$ cat src/rtl/led_word_presenter.sv
// Buffers 32-bit result words in a small FIFO and steps them onto 16 LEDs as high half, low half, marker.
// Optional LED_PRESENT_REPEAT_EN: the last remaining word is re-displayed instead of popped.
module led_word_presenter #(
    parameter int          DEPTH  = 4,
    parameter logic [15:0] MARKER = 16'hFFFF
) (
    input  logic                     clk,
    input  logic                     rst,
    input  logic                     in_valid,
    input  logic [31:0]              in_data,
    output logic                     in_ready,
    input  logic                     step,
    output logic [15:0]              out,
    output logic                     busy,
    output logic [$clog2(DEPTH):0]   count,
    output logic [1:0]               state_dbg
);
    localparam int AW = $clog2(DEPTH);
    localparam int CW = AW + 1;

    typedef enum logic [1:0] {IDLE = 2'd0, HI = 2'd1, LO = 2'd2, MARK = 2'd3} state_t;

    // Handshake: a word transfers on a rising clk edge where in_valid && in_ready;
    // in_valid may be held across cycles, in_ready depends only on count.
    state_t          state, state_next;
    logic [31:0]     mem [DEPTH];
    logic [AW-1:0]   wr_ptr, rd_ptr, rd_ptr_inc;
    logic            step_s1, step_s2, step_d, step_pulse;
    logic            push, pop;
    logic [31:0]     head_next;
    logic [15:0]     out_next;

    assign in_ready   = (count < CW'(DEPTH));
    assign push       = in_valid && in_ready;
    assign step_pulse = step_s2 && !step_d;
    assign rd_ptr_inc = rd_ptr + AW'(1);
    assign state_dbg  = state;

    // State register together with the registered LED pattern, busy flag and FIFO bookkeeping.
    always_ff @(posedge clk) begin
        if (rst) begin
            state   <= IDLE;
            out     <= 16'h0000;
            busy    <= 1'b0;
            count   <= '0;
            wr_ptr  <= '0;
            rd_ptr  <= '0;
            step_s1 <= 1'b0;
            step_s2 <= 1'b0;
            step_d  <= 1'b0;
        end else begin
            state   <= state_next;
            out     <= out_next;
            busy    <= (state_next != IDLE);
            step_s1 <= step;
            step_s2 <= step_s1;
            step_d  <= step_s2;
            if (push)
                wr_ptr <= wr_ptr + AW'(1);
            if (pop)
                rd_ptr <= rd_ptr_inc;
            case ({push, pop})
                2'b10:   count <= count + CW'(1);
                2'b01:   count <= count - CW'(1);
                default: count <= count;
            endcase
        end
    end

    always_ff @(posedge clk) begin
        if (!rst && push)
            mem[wr_ptr] <= in_data;
    end

    // Next-state: the FSM only moves on a conditioned step pulse.
    always_comb begin
        state_next = state;
        pop        = 1'b0;
        if (step_pulse) begin
            case (state)
                IDLE: if (count != '0) state_next = HI;
                HI:   state_next = LO;
                LO:   state_next = MARK;
                MARK: begin
`ifdef LED_PRESENT_REPEAT_EN
                    if (count > CW'(1)) begin
                        pop        = 1'b1;
                        state_next = HI;
                    end else begin
                        state_next = HI;
                    end
`else
                    pop        = 1'b1;
                    state_next = (count > CW'(1)) ? HI : IDLE;
`endif
                end
                default: state_next = IDLE;
            endcase
        end
    end

    // Output: pattern for the state being entered; a pop exposes the following word as head.
    always_comb begin
        head_next = pop ? mem[rd_ptr_inc] : mem[rd_ptr];
        out_next  = 16'h0000;
        case (state_next)
            HI:      out_next = head_next[31:16];
            LO:      out_next = head_next[15:0];
            MARK:    out_next = MARKER;
            default: out_next = 16'h0000;
        endcase
    end
endmodule

$ cat config.mk
export PLATFORM = sky130hd
export DESIGN_NAME = led_word_presenter
export DESIGN_NICKNAME = d
export VERILOG_FILES = /design/src/rtl/led_word_presenter.sv
export SDC_FILE = /design/constraint.sdc
export NUM_CORES = 1
export LEC_CHECK = 0
export ABC_AREA = 1
export CAP_MARGIN = 15
export CORE_MARGIN = 2
export CORE_UTILIZATION = 30
export DETAILED_ROUTE_END_ITERATION = 12
export GPL_ROUTABILITY_DRIVEN = 0
export GPL_TIMING_DRIVEN = 0
export HOLD_SLACK_MARGIN = 0.12
export SYNTH_ARGS = -nofsm -noshare
export SYNTH_HDL_FRONTEND = slang
export SYNTH_SLANG_ARGS = --single-unit
$ cat constraint.sdc
create_clock -name clk -period 8.2 [get_ports clk]
set_input_delay 2.05 -clock clk [delete_from_list [all_inputs] [get_ports clk]]
set_output_delay 2.05 -clock clk [all_outputs]
set_load 0.01 [all_outputs]
* After elaboration in Yosys (flattened, before gate mapping) *
Memory sizes are Yosys's and may differ from the RTL's. A register that Yosys moved wholly into a read port is not among the register bits.
Index checks and enable logic that the tools add are counted.

storage, ports and cells
  bits in registers = 29
  latch bits = 0
  bits in writable memories = 128
  bits in read-only memories = 0
  output and inout bits = 23
  word-level logic and storage cells = 46
  memories kept = 1

memories
  name  depth  width  read ports  clocked after memory_dff  write ports  line  text
  mem   4      32     2           1                         1            26    logic [31:0] mem [DEPTH];

operators by class
  add/sub/neg operators = 4
  $mul = 0
  div/mod/pow operators = 0
  $lt $le $gt $ge = 2
  equal/unequal tests = 8
  shift operators = 0
  muxes and demuxes = 13
  bitwise gates (word level) = 0
  reductions and logical operators = 9

operator list
  operator             count
  $pmux 16 s3          1
  $mux 32              1
  $eq 2x2->1 const B   5
  $mux 2               4
  $pmux 2 s4           1
  $eq 2x1->1 const B   3
  $pmux 3 s2           1
  $mux 1               5
  $add 2x1->2 const B  2
  $reduce_bool 2->1    2
  $add 3x1->3 const B  1
  $gt 3x1->1 const B   1
  $logic_and 1x1->1    3
  $lt 3x3->1 const B   1
  $reduce_bool 3->1    1
  $sub 3x1->3 const B  1
  $logic_not 1->1      2
  $logic_not 2->1      1

* Depth between registers and ports, before layout *
Gate-level depths: netlist (run 1).

  depth in word-level cells = 6
  mapped depth = 12

* Least setup slack after synthesis (run 1) *
No wires, ideal clock.

  path type = input port to flip-flop
  start = in rst
  end = mem mem[0][0], enable pin
  data arrival time = 3851 ps
  required time = 7779 ps
  setup slack = 3928 ps
  stages on the path = 4
  path buffers = 1
  cells stage by stage = buf_2 inv_1 nand3_1 nor2_1

between the ends
  word-level cells in the longest chain between the ends = 4

ends and longest elaborated chain
  item                          line  text
  start: declaration            8     input logic rst,
  $logic_not 1->1               71    if (!rst && push)
  $logic_and 1x1->1             71
  $mux 1                        71
  $mux 1 (implied by the code)  72    mem[wr_ptr] <= in_data;
  end: declaration              26

No other way between the ends.

* Worst setup path in the final report (run 1) *
  start = in in_valid
  end = mem mem[3][26], enable pin

between the ends
  word-level cells in the longest chain between the ends = 4

ends and longest elaborated chain
  item                          line  text
  start: declaration            9     input logic in_valid,
  $logic_and 1x1->1             34    assign push = in_valid && in_ready;
  $logic_and 1x1->1             71
  $mux 1                        71
  $mux 1 (implied by the code)  72

No other way between the ends.

==> results of run 1 <==
cells by family (layout without fill, tap and decap cells):
logic type	count (synthesis)	in the layout	synth area share, %
AOI/OAI and AO/OA	91	91	6.20
adders and majority gates	11	11	1.81
xor gates and xnor gates	1	1	0.115
buffers and inverters	94	187	6.45
DFF	159	159	58.7
and+or+nand+nor	470	470	26.8
per-layer routing:
layer,global-route usage [%],vias to the layer above,share of wire [%]
li1,-,2923,-
met1,21.9,2858,42
met2,27.0,299,47
met3,3.63,31,7.9
met4,7.00,0,2.7
met5,0,-,0
cell type report:
cell class | count | area share (%)
inverters | 47 | 2.04
plain buffers | 47 | 3.26
flip-flops and latches | 159 | 48.2
clock buffers | 23 | 5.07
well taps | 330 | 4.46
multi-input cells | 573 | 29.0
repair buffers | 61 | 7.03
clock inverters | 9 | 0.946
report_power, final:
part | total, mW | switching (mW) | internal, mW | leakage, nW
combinational | 0.115 | 0.0662 | 0.0491 | 1.95
sequential | 0.908 | 0.0105 | 0.898 | 1.41
clock | 0.754 | 0.319 | 0.435 | 0.260
state kept, by name (all words and copies together), names as in the netlist, named ones only:
register	cells
step_s1	1
count	3
rd_ptr	2
step_s2	1
busy	1
mem	128
state_dbg	2
wr_ptr	2
out	16
step_d	1
synthesized netlist by cell type, drive strengths merged:
library cell    n  area [sq um]
nor2           95           372
a21oi          25           125
o21ai          64           332
clkbuf          8          30.0
o211ai          2          15.0
nand2         224           875
nand3         122           611
or2            28           175
nor3            1          5.00
edfxtp        128          3840
ha             11           138
dfxtp          31           621
inv            46           185
clkinv          1          3.75
xor2            1          8.76
buf            39           272
worst max-delay path, cell delays in order:
cell and delay [ns]:
clkdlybuf4s50_1 0.48, nand3_1 0.33, nor2_4 0.52, buf_12 0.25
worst paths after layout:
path              slack [ns]              endpoint               startpoint  depth (start not counted)
setup / recovery        4.67  mem[3][26]$_DFFE_PP_                 in_valid                          4
hold / removal          0.41    step_s2$_SDFF_PP0_       step_s1$_SDFF_PP0_                          2
setup reg to reg        6.15    out[14]$_SDFF_PP0_  state_dbg[0]$_SDFF_PP0_                          8
hold reg to reg         0.41    step_s2$_SDFF_PP0_       step_s1$_SDFF_PP0_                          2
through the flow:
step	util (%)	hold slack, ns	power (mW)	cell area, sq um	std cells
2_1_floorplan	-	0.388	0.976	7610	826
3_3_place_gp	34.3	0.402	1.03	8590	1213
3_5_place_dp	34.8	0.396	1.04	8700	1217
4_1_cts	37.0	0.410	1.79	9260	1249
5_1_grt	37.0	0.447	1.83	9260	1249
6_report	37.0	0.408	1.78	9260	1249
==> flow_metrics.env, run 1 <==
export IMPL_status="finished clean"
export IMPL_syn_area_per_cell_sq_um=9.21
export IMPL_clock_latency_ns=0.44
export IMPL_post_cts_buffers=0
export IMPL_final_common_cell="nand2_1"
export IMPL_tightest_slew_ns=0.687
export IMPL_grt_pass1_wl_mm=33.2
export IMPL_totalNegativeSetupSlack_ns=0
export IMPL_fmax_ghz=0.283
export IMPL_antenna_found_initial=0
export IMPL_place_detailed_hpwl_mm=14.5
export IMPL_drc=0
export IMPL_clkTransAtPathRegs_ns=0.06
export IMPL_wl_mm=21.8
export IMPL_grt_pass1_vias=5835
export IMPL_power_density_nw_per_um2=192
export IMPL_finClkSkew_ns=0.00974
export IMPL_row_count=58
export IMPL_peakVddDrop_uv=152
export IMPL_final_max_slew_viol_count=0
export IMPL_worstPathMaxFanout=20
export IMPL_synthesis_area_sq_um=7610
export IMPL_ctsHoldBuffers=0
export IMPL_syn_inst=826
export IMPL_ant_nets=0
export IMPL_drv_cap=0
export IMPL_layout_nets=953
export IMPL_overflow=0
export IMPL_wl_per_cell_microns=17.5
export IMPL_rsz0062_at_grt="no"
export IMPL_die_h_microns=163
export IMPL_yosysUniqueCellTypes=28
export IMPL_ios=59
export IMPL_cts_tree="built"
export IMPL_track_usage_pct=16.8
export IMPL_min_period_over_period_pct=43.1
export IMPL_vias=6111
export IMPL_core_area_sq_um=25000
export IMPL_viasPerCell=4.89
export IMPL_start_util_pct=30.4
export IMPL_area_growth_pct=21.7
export IMPL_cp_arrival_ns=3.66
export IMPL_dr_first_iter_drc_count=621
export IMPL_dieArea_sq_um=26700
export IMPL_post_cts_resized=0
export IMPL_cts_buffer_depth=2
export IMPL_multiInputGateArea_sq_um=2690
export IMPL_die_w_microns=163
export IMPL_synth_net_count=873
export IMPL_portBuffers=57
export IMPL_yosysSeqAreaShare_pct=58.7
export IMPL_start_kind="input port"
export IMPL_pre_cts_ws_ns=4.21
export IMPL_nFillCells=2443
export IMPL_diodes=0
export IMPL_drive_above_1_share_pct=9.90
export IMPL_setup_ws_ns=4.67
export IMPL_h_tree_depth=4
export IMPL_min_path_type="flip-flop to flip-flop"
export IMPL_crit_type="input port to flip-flop"
export IMPL_dr_pass1_iters=8
export IMPL_regArea_sq_um=4460
export IMPL_cts_buffers_inserted=17
export IMPL_cp_required_ns=8.33
export IMPL_setup_viol=0
export IMPL_yosysWarnings=0
export IMPL_min_period_ns=3.53
export IMPL_ys_seq_elements=159
export IMPL_grt_max_degree=27
export IMPL_numClockSinks=159
export IMPL_maxSlewHeadroom_pct=54.2
export IMPL_most_common_layout_cells="nand2_1 (218), edfxtp_1 (128), nand3_1 (122)"
export IMPL_root_buffer="clkbuf_16"
export IMPL_cp_end_kind="flip-flop"
export IMPL_finalHoldViolations=0
export IMPL_static_leakage_power_nw=3.63
(Power assumes the default switching activity.)
==> run 2: changes to the inputs <==
==> constraint.sdc (replaced) <==
create_clock -name clk -period 2.8 [get_ports clk]
set_input_delay 0.7 -clock clk [delete_from_list [all_inputs] [get_ports clk]]
set_output_delay 0.7 -clock clk [all_outputs]
set_load 0.01 [all_outputs]
==> results of run 2 <==
The final DEF is identical to that of run 1. Status: finished clean.
Among the figures that moved: setup slack after placement 4.21 ns -> 0.163 ns; setup slack after layout 4.67 ns -> 0.618 ns; register-to-register setup slack 6.15 ns -> 0.75 ns; total power 1.78 mW -> 5.21 mW; worst IR drop on VDD 152 uV -> 444 uV
==> run 3: changes to the inputs <==
==> constraint.sdc (replaced) <==
create_clock -name clk -period 2.15 [get_ports clk]
set_input_delay 0.5375 -clock clk [delete_from_list [all_inputs] [get_ports clk]]
set_output_delay 0.5375 -clock clk [all_outputs]
set_load 0.01 [all_outputs]
==> run 3 against run 2 <==
Net effect:
- combinational power grew 32%
- setup slack lost 0.53 ns
- non-clock buffer count grew 2
- clock skew is essentially flat
- sequential share of layout area shrank 0.57 points
- critical path type unchanged
- highest routed layer unchanged
- final cell count grew 0.16%
==> flow_metrics.env, run 3 (synthesis results as in run 1) <==
export IMPL_status="finished clean"
export IMPL_ios=59
export IMPL_final_cells=1251
export IMPL_core_area_sq_um=25000
export IMPL_drive_above_1_share_pct=10.5
export IMPL_largest_reg_flops=128
export IMPL_start_util_pct=30.4
export IMPL_min_period_over_period_pct=95.9
export IMPL_drv_cap=0
export IMPL_cts_tree="built"
export IMPL_power_density_nw_per_um2=748
export IMPL_clkPwrFrac_pct=44.2
export IMPL_switching_power_mw=1.52
export IMPL_post_route_util_pct=37.4
export IMPL_p_comb_share_pct=6.4
export IMPL_grtUsageMet1_pct=21.1
export IMPL_p_int_mw=5.49
export IMPL_finClkSkew_ns=0.00945
export IMPL_cts_buffers_inserted=17
export IMPL_swShare_pct=21.7
export IMPL_stdcell_area_sq_um=9370
export IMPL_p_seq_share_pct=49.4
export IMPL_grt_pass1_vias=5766
export IMPL_final_common_cell="nand2_1"
export IMPL_start_kind="input port"
export IMPL_area_growth_pct=23.1
export IMPL_antenna_found_initial=0
export IMPL_viasPerCell=4.86
export IMPL_dpl_cell_count=1217
export IMPL_largest_register="mem"
export IMPL_dieArea_sq_um=26700
export IMPL_maxSlewHeadroom_pct=51.1
export IMPL_rsz0062_at_grt="yes"
export IMPL_place_detailed_hpwl_mm=14.6
export IMPL_min_period_ns=2.06
export IMPL_die_h_microns=163
export IMPL_cp_end_kind="flip-flop"
export IMPL_crit_type="input port to flip-flop"
export IMPL_row_count=58
export IMPL_nFillCells=2429
export IMPL_dr_first_iter_drc_count=578
export IMPL_static_leakage_power_nw=3.67
export IMPL_tightest_slew_ns=0.734
export IMPL_met3_usage_pct=3.43
export IMPL_setup_viol=0
export IMPL_min_path_type="input port to flip-flop"
export IMPL_p_total_mw=7.01
export IMPL_vias=6076
export IMPL_root_buffer="clkbuf_16"
export IMPL_grt_pass1_wl_mm=32.3
export IMPL_busiest_layer="met2"
export IMPL_most_common_layout_cells="nand2_1 (218), edfxtp_1 (128), nand3_1 (121)"
export IMPL_grt_max_degree=27
export IMPL_final_max_slew_viol_count=0
export IMPL_ant_nets=0
export IMPL_cp_required_ns=2.28
export IMPL_cts_buffer_depth=2
export IMPL_numClockSinks=159
export IMPL_diodes=0
export IMPL_fmax_ghz=0.485
export IMPL_finalHoldViolations=0
export IMPL_worstPathMaxFanout=20
export IMPL_top_regs="mem: 128 flops, out: 16 flops, count: 3 flops"
export IMPL_h_tree_depth=4
export IMPL_clock_latency_ns=0.43
export IMPL_dr_pass1_iters=7
export IMPL_overflow=0
export IMPL_layout_nets=955
export IMPL_wl_per_cell_microns=16.9
export IMPL_drc=0
export IMPL_die_w_microns=163
export IMPL_wl_mm=21.2
export IMPL_cp_arrival_ns=2.19
export IMPL_ctsHoldBuffers=0
export IMPL_portBuffers=57
export IMPL_hold_ws_ns=0.419
export IMPL_dpl_instance_area_sq_um=8720
export IMPL_track_usage_pct=16.3
export IMPL_clkTransAtPathRegs_ns=0.06
export IMPL_peakVddDrop_uv=497
export IMPL_gr_usage_met2_pct=26.2
## run 3: changes by cell type in the layout (fill, tap and decap cells not counted), sizes merged
| cell | previous run | this run |
|---|---|---|
| clkinv | 6 | 3 |
| inv | 46 | 49 |
| buf | 43 | 45 |
| bufinv | 1 | 3 |
| clkbuf | 31 | 29 |
## run 3: critical path, cell delays in order
cell             delay [ns]
clkdlybuf4s50_1        0.48
nand3_1                0.33
nor2_4                 0.57
buf_16                 0.24
## run 3: final timing paths
path / startpoint / endpoint / slack [ns] / depth (start not counted)
worst max-delay path: in_valid / mem[0][30]$_DFFE_PP_ / 0.09 / 4
worst max register to register: state_dbg[0]$_SDFF_PP0_ / out[0]$_SDFF_PP0_ / 0.17 / 8
worst min register to register: step_s1$_SDFF_PP0_ / step_s2$_SDFF_PP0_ / 0.43 / 2
worst min-delay path: rst / step_d$_SDFF_PP0_ / 0.42 / 2
## run 3: metal layers
metal	part of all wire, %	up-vias
met3	7.0	35
met1	43	2873
met5	0	-
li1	-	2928
met4	3.1	0
met2	47	240
## run 3: cell type report
type	instances	area, sq um	area share, %
flip-flops and latches	159	4460	47.6
multi-input cells	573	2690	28.7
well taps	330	413	4.41
clock inverters	11	156	1.67
inverters	47	189	2.02
plain buffers	47	302	3.22
clock buffers	21	450	4.81
repair buffers	63	706	7.53
## run 3: power by group through the flow
stage                     logic, mW  clock network [mW]  registers, mW
after floorplan               0.188                   0           3.54
final                         0.445                3.10           3.46
after detailed placement      0.442                   0           3.53
after CTS                     0.445                3.15           3.46
after global routing          0.491                3.28           3.47
after global placement        0.414                   0           3.53
## run 3: metrics by stage
step / TNS, ns / setup WS (ns)
after floorplan: -19.29 / -0.151
after global placement: -150.77 / -1.21
after detailed placement: -37.86 / -0.462
after CTS: 0 / 0.0577
after global routing: -0.00127 / -0.00127
final: 0 / 0.0888
## run 3: what timing repair did
action                                  4_1_cts  5_1_grt
pin swaps                                     1        1
endpoints found under the setup margin       12       23
resized for setup                             0        1
buffers inserted                              1        1
hold endpoints to repair                      0        0
